<file path="config.mk">
export PLATFORM = sky130hd
export DESIGN_NAME = shift_chain
export DESIGN_NICKNAME = d
export VERILOG_FILES = /design/src/rtl/shift_chain.sv
export SDC_FILE = /design/constraint.sdc
export NUM_CORES = 1
export LEC_CHECK = 0
export CAP_MARGIN = 0
export CORE_ASPECT_RATIO = 0.6
export CORE_UTILIZATION = 55
export DETAILED_ROUTE_END_ITERATION = 16
export GPL_ROUTABILITY_DRIVEN = 0
export HOLD_SLACK_MARGIN = 0.08
export PLACE_DENSITY = 0.81
export REMOVE_ABC_BUFFERS = 1
export SLEW_MARGIN = 10
export SYNTH_ARGS = -nofsm -noshare
export SYNTH_HDL_FRONTEND = slang
export SYNTH_SLANG_ARGS = --single-unit
</file>
<file path="constraint.sdc">
create_clock -name i_clk -period 3.15 [get_ports i_clk]
set_input_delay 0.63 -clock i_clk [delete_from_list [all_inputs] [get_ports i_clk]]
set_output_delay 0.63 -clock i_clk [all_outputs]
set_load 0.02 [all_outputs]
</file>
<file path="src/rtl/shift_chain.sv">
// Driver for a daisy chain of 74HC595-style shift registers: master reset, shift,
// latch, output enable and shift+latch commands over a vld/rdy handshake.
module shift_chain #(
  parameter int unsigned DW     = 16,
  parameter int unsigned DIV    = 4,
  parameter int unsigned STCP_W = 4,
  parameter int unsigned MR_W   = 2
) (
  input  logic          i_clk,
  input  logic          i_rst,
  input  logic          i_vld,
  input  logic [2:0]    i_cmd,
  input  logic          i_cmd_oen,
  input  logic          i_cmd_msb,
  input  logic [DW-1:0] i_din,
  output logic          o_rdy,
  output logic          o_busy,
  output logic          o_done,
  output logic          o_sft_shcp,
  output logic          o_sft_ds,
  output logic          o_sft_stcp,
  output logic          o_sft_mr_n,
  output logic          o_sft_oe_n
);

  localparam int unsigned BW   = $clog2(DW + 1);
  localparam int unsigned PW   = $clog2(2 * DIV);
  localparam int unsigned WMAX = (MR_W > STCP_W) ? MR_W : STCP_W;
  localparam int unsigned WW   = $clog2(WMAX + 1);

  localparam logic [BW-1:0] BIT_LAST = BW'(DW - 1);
  localparam logic [PW-1:0] PH_RISE  = PW'(DIV - 1);
  localparam logic [PW-1:0] PH_FALL  = PW'(2 * DIV - 1);
  localparam logic [WW-1:0] MR_LAST  = WW'(MR_W - 1);
  localparam logic [WW-1:0] ST_LAST  = WW'(STCP_W - 1);

  typedef enum logic [1:0] {StIdle, StMr, StShift, StLatch} state_e;

  state_e        r_state, w_state;
  logic [DW-1:0] r_sreg, w_sreg, w_sreg_sh;
  logic          r_msb, w_msb;
  logic          r_then_latch, w_then_latch;
  logic [BW-1:0] r_bcnt, w_bcnt;
  logic [PW-1:0] r_pcnt, w_pcnt;
  logic [WW-1:0] r_wcnt, w_wcnt;
  logic          r_shcp, w_shcp;
  logic          r_ds, w_ds;
  logic          r_stcp, w_stcp;
  logic          r_mr_n, w_mr_n;
  logic          r_oe_n, w_oe_n;
  logic          r_done, w_done;

  always_ff @(posedge i_clk or posedge i_rst) begin
    if (i_rst) begin
      r_state      <= StIdle;
      r_sreg       <= '0;
      r_msb        <= 1'b0;
      r_then_latch <= 1'b0;
      r_bcnt       <= '0;
      r_pcnt       <= '0;
      r_wcnt       <= '0;
      r_shcp       <= 1'b0;
      r_ds         <= 1'b0;
      r_stcp       <= 1'b0;
      r_mr_n       <= 1'b1;
      r_oe_n       <= 1'b1;
      r_done       <= 1'b0;
    end else begin
      r_state      <= w_state;
      r_sreg       <= w_sreg;
      r_msb        <= w_msb;
      r_then_latch <= w_then_latch;
      r_bcnt       <= w_bcnt;
      r_pcnt       <= w_pcnt;
      r_wcnt       <= w_wcnt;
      r_shcp       <= w_shcp;
      r_ds         <= w_ds;
      r_stcp       <= w_stcp;
      r_mr_n       <= w_mr_n;
      r_oe_n       <= w_oe_n;
      r_done       <= w_done;
    end
  end

  // Next bit sits at the end of the register the chain reads from.
  assign w_sreg_sh = r_msb ? (r_sreg << 1) : (r_sreg >> 1);

  always_comb begin
    w_state      = r_state;
    w_sreg       = r_sreg;
    w_msb        = r_msb;
    w_then_latch = r_then_latch;
    w_bcnt       = r_bcnt;
    w_pcnt       = r_pcnt;
    w_wcnt       = r_wcnt;
    w_shcp       = r_shcp;
    w_ds         = r_ds;
    w_stcp       = r_stcp;
    w_mr_n       = r_mr_n;
    w_oe_n       = r_oe_n;
    w_done       = 1'b0;
    unique case (r_state)
      StIdle: begin
        if (i_vld) begin
          case (i_cmd)
            3'b000: begin
              w_state = StMr;
              w_mr_n  = 1'b0;
              w_wcnt  = '0;
            end
            3'b001, 3'b100: begin
              w_state      = StShift;
              w_sreg       = i_din;
              w_msb        = i_cmd_msb;
              w_then_latch = i_cmd[2];
              w_ds         = i_cmd_msb ? i_din[DW-1] : i_din[0];
              w_shcp       = 1'b0;
              w_pcnt       = '0;
              w_bcnt       = '0;
            end
            3'b010: begin
              w_state = StLatch;
              w_stcp  = 1'b1;
              w_wcnt  = '0;
            end
            3'b011: begin
              w_oe_n = i_cmd_oen;
              w_done = 1'b1;
            end
            default: w_done = 1'b1;
          endcase
        end
      end
      StMr: begin
        if (r_wcnt == MR_LAST) begin
          w_mr_n  = 1'b1;
          w_done  = 1'b1;
          w_wcnt  = '0;
          w_state = StIdle;
        end else begin
          w_wcnt = r_wcnt + 1'b1;
        end
      end
      StShift: begin
        if (r_pcnt == PH_RISE) begin
          w_shcp = 1'b1;
          w_pcnt = r_pcnt + 1'b1;
        end else if (r_pcnt == PH_FALL) begin
          // Data only moves on the falling shcp edge.
          w_shcp = 1'b0;
          w_pcnt = '0;
          if (r_bcnt == BIT_LAST) begin
            w_ds   = 1'b0;
            w_bcnt = '0;
            if (r_then_latch) begin
              w_state = StLatch;
              w_stcp  = 1'b1;
              w_wcnt  = '0;
            end else begin
              w_done  = 1'b1;
              w_state = StIdle;
            end
          end else begin
            w_bcnt = r_bcnt + 1'b1;
            w_sreg = w_sreg_sh;
            w_ds   = r_msb ? w_sreg_sh[DW-1] : w_sreg_sh[0];
          end
        end else begin
          w_pcnt = r_pcnt + 1'b1;
        end
      end
      StLatch: begin
        if (r_wcnt == ST_LAST) begin
          w_stcp  = 1'b0;
          w_done  = 1'b1;
          w_wcnt  = '0;
          w_state = StIdle;
        end else begin
          w_wcnt = r_wcnt + 1'b1;
        end
      end
      default: w_state = StIdle;
    endcase
  end

  assign o_rdy      = (r_state == StIdle);
  assign o_busy     = ~o_rdy;
  assign o_done     = r_done;
  assign o_sft_shcp = r_shcp;
  assign o_sft_ds   = r_ds;
  assign o_sft_stcp = r_stcp;
  assign o_sft_mr_n = r_mr_n;
  assign o_sft_oe_n = r_oe_n;

endmodule
</file>
==> impl_metrics.env <==
export IMPL_p_leak_nw=1.16
export IMPL_syn_to_final_growth_pct=18.8
export IMPL_synth_area_leaders="dfrtp_1 40%, mux2i_1 7.2%, mux2_4 6.8%"
export IMPL_drive_gt1_frac=0.160
export IMPL_drv_cap=0
export IMPL_dieArea_mm2=0.00428
export IMPL_slew_headroom=0.454
export IMPL_critPathArrivalTime_ns=2.63
export IMPL_drc=0
export IMPL_synth_xor_area_share=0.00793
export IMPL_cts_made_buffers=5
export IMPL_post_layout_nonfiller_instances=291
export IMPL_fmax_mhz=408
export IMPL_worstPathRequired_ns=3.33
export IMPL_path_clk_slew_ns=0.08
export IMPL_syn_inst=215
export IMPL_postRouteAntennaNets=0
export IMPL_async_flop_share=1.00
export IMPL_n_antenna_cell=0
export IMPL_syn_area_mm2=0.00221
export IMPL_post_cts_resize_count=0
export IMPL_tns_ns=0
export IMPL_num_io_pins=32
export IMPL_hold_buffers=0
export IMPL_track_usage=0.229
export IMPL_wl_per_cell_um=15.4
export IMPL_synthMuxAreaShare=0.186
export IMPL_holdCritPathClass="register to register"
export IMPL_synth_simple_gate_area_frac=0.134
export IMPL_cts_buffer_depth=2
export IMPL_worst_setup_path_start_kind="input port"
export IMPL_min_period_ns=2.45
export IMPL_port_buffers=31
export IMPL_die_y_um=51.1
export IMPL_crit_buf_inv=2
export IMPL_slowest_delay_ns=0.58
export IMPL_routed_wl_um=4480
export IMPL_post_drt_via_cell_ratio=5.74
export IMPL_slowest_stage="clkdlybuf4s50_1"
export IMPL_finClkSkew_ns=0.00759
export IMPL_yosysTopAreaCellShare=0.396
export IMPL_ir_drop_v=0.000446
export IMPL_setup_viol=0
export IMPL_dr_total_vias=1671
export IMPL_critPathKind="input port to register"
export IMPL_synth_flop_cell="dfrtp_1"
export IMPL_die_x_um=83.8
export IMPL_worstPathMaxFanout=16
export IMPL_post_cts_buffers=0
export IMPL_end_kind="register"
export IMPL_crit_chain="clkdlybuf4s50_1 > xnor2_1 > a2bb2oi_2 > a21oi_4 > buf_12 > mux2_4"
export IMPL_synth_compound_area_frac=0.147
export IMPL_slew_violations=0
export IMPL_grt_pass1_vias=1511
export IMPL_ys_seq_area_frac=0.420
export IMPL_synth_edf_count=0
export IMPL_drtIter0Drc=143
export IMPL_synth_common_cells="35 x dfrtp_1, 28 x nand2_1, 24 x o21ai_0"
export IMPL_post_route_period_util=0.778
export IMPL_syn_mean_instance_area_um2=10.3
export IMPL_synth_adder_area_share=0.0510
export IMPL_rsz0062_at_grt="no"
export IMPL_tightest_slew_ns=0.819
export IMPL_hold_violations=0
export IMPL_p_total_w=0.00238
export IMPL_cts_root_buffer="clkbuf_8"
export IMPL_p_per_area_mw_per_mm2=908
export IMPL_htreeDepth=2
export IMPL_yosysWarnings=0
export IMPL_antenna_found_initial=0
export IMPL_core_area_mm2=0.00376
export IMPL_clk_latency_ns=0.30
export IMPL_cts_tree="done"
export IMPL_status="finished clean"
export IMPL_rows=17
export IMPL_grt_pass1_wl_um=7490
export IMPL_yosysUniqueCellTypes=45
export IMPL_synth_seq_cells=37
export IMPL_first_pass_iters=4
export IMPL_synth_top_family_by_area="multiplexers"
export IMPL_grt_overflow=0
export IMPL_placedCellCount=283
export IMPL_start_util=0.587
export IMPL_clock_sinks=37
export IMPL_grt_max_degree=41
export IMPL_fin_nets=276
export IMPL_path_delay_family="buffers and inverters"
export IMPL_yosysMostFrequentCell="dfrtp_1"
export IMPL_detailed_place_hpwl_um=3190
export IMPL_yosysTopAreaCell="dfrtp_1"
## worst reg2reg max path, cell delays in order, from the launching register on
cell       delay (ns)
dfrtp_1          0.57
or4b_4           0.62
a2bb2oi_2        0.23
a21oi_4          0.18
buf_12           0.18
mux2_2           0.36
## kinds of logic after synthesis
family                   after synthesis
AND/OR/NAND/NOR                       58
AO/OA/AOI/OAI                         49
flip-flops                            37
multiplexers                          35
buffers and inverters                 25
adder cells (fa/ha/maj)                9
XOR/XNOR                               2
## flip-flops by register name, indices dropped and copies added (netlist names)
name,count
o_sft_stcp,1
o_sft_mr_n,1
o_sft_ds,1
r_bcnt,5
o_done,1
r_then_latch,1
o_sft_oe_n,1
r_pcnt,3
o_sft_shcp,1
r_wcnt,3
r_sreg,16
r_msb,1
r_state,2
## power breakdown
| group | total [W] | internal (W) | switching (W) |
|---|---|---|---|
| registers | 0.000927 | 0.000683 | 0.000244 |
| clock network | 0.000331 | 0.000154 | 0.000178 |
| logic | 0.00112 | 0.000582 | 0.000542 |
## placed cells by master (no fill, tap or decap), types with 2 or more instances in the layout
cell             netlist  layout
xnor2_1                2       2
clkinv_2               0       2
and3_1                 2       2
dfrtp_1               35      35
mux2_4                10      10
mux2i_1               16      16
nor3b_1                3       3
or3b_2                 2       2
ha_1                   9       9
clkdlybuf4s50_1        0      31
dfstp_2                2       2
nand2_1               28      28
a21oi_1                4       4
clkbuf_8               0       5
o41ai_1                2       2
nor3_1                 4       4
nand3_1                2       2
a21o_1                 2       2
mux2_2                 9       9
o21ai_0               24      24
nand2b_1               2       2
nor2_1                 7       7
o211ai_1               2       2
buf_4                  0       3
a22o_1                 3       3
inv_1                 11      11
o2bb2ai_1              2       2
## area by class of cell
class	count	area, µm²
repair buffers	35	353
clock inverters	2	10.0
well taps	47	58.8
flip-flops and latches	37	928
fillers	295	1140
inverters	11	41.3
clock buffers	6	72.6
multi-input cells	153	1160
## worst paths after layout
check	from	end	slack [ns]	cells past startpoint
min reg2reg	r_bcnt[4]	r_bcnt[4]	0.49	1
min	r_bcnt[4]	r_bcnt[4]	0.49	1
max in group asynchronous	i_rst	o_sft_oe_n	2.07	3
max	i_cmd[0]	r_sreg[13]	0.70	6
max reg2reg	r_state[1]	r_sreg[7]	0.90	5
min in group asynchronous	i_rst	r_wcnt[1]	0.73	3
## through the flow
step / hold WS [ns] / worst slack (ns) / utilization / cell area [µm²]
6_report: 0.488 / 0.700 / 0.697 / 2630
5_1_grt: 0.529 / 0.601 / 0.697 / 2630
3_3_place_gp: 0.461 / 0.477 / 0.675 / 2540
2_1_floorplan: 0.451 / 0.881 / - / 2130
4_1_cts: 0.486 / 0.715 / 0.697 / 2630
3_5_place_dp: 0.469 / 0.416 / 0.675 / 2540
## per-layer routing
metal  vias up  GRT usage  wire, µm
met5         -          0         0
met4         0     0.0661        57
met3         9     0.0565       178
met2        32      0.337      1880
met1       807      0.334      2370
li1        823          -         -
Power figures use the tool's default switching activity.
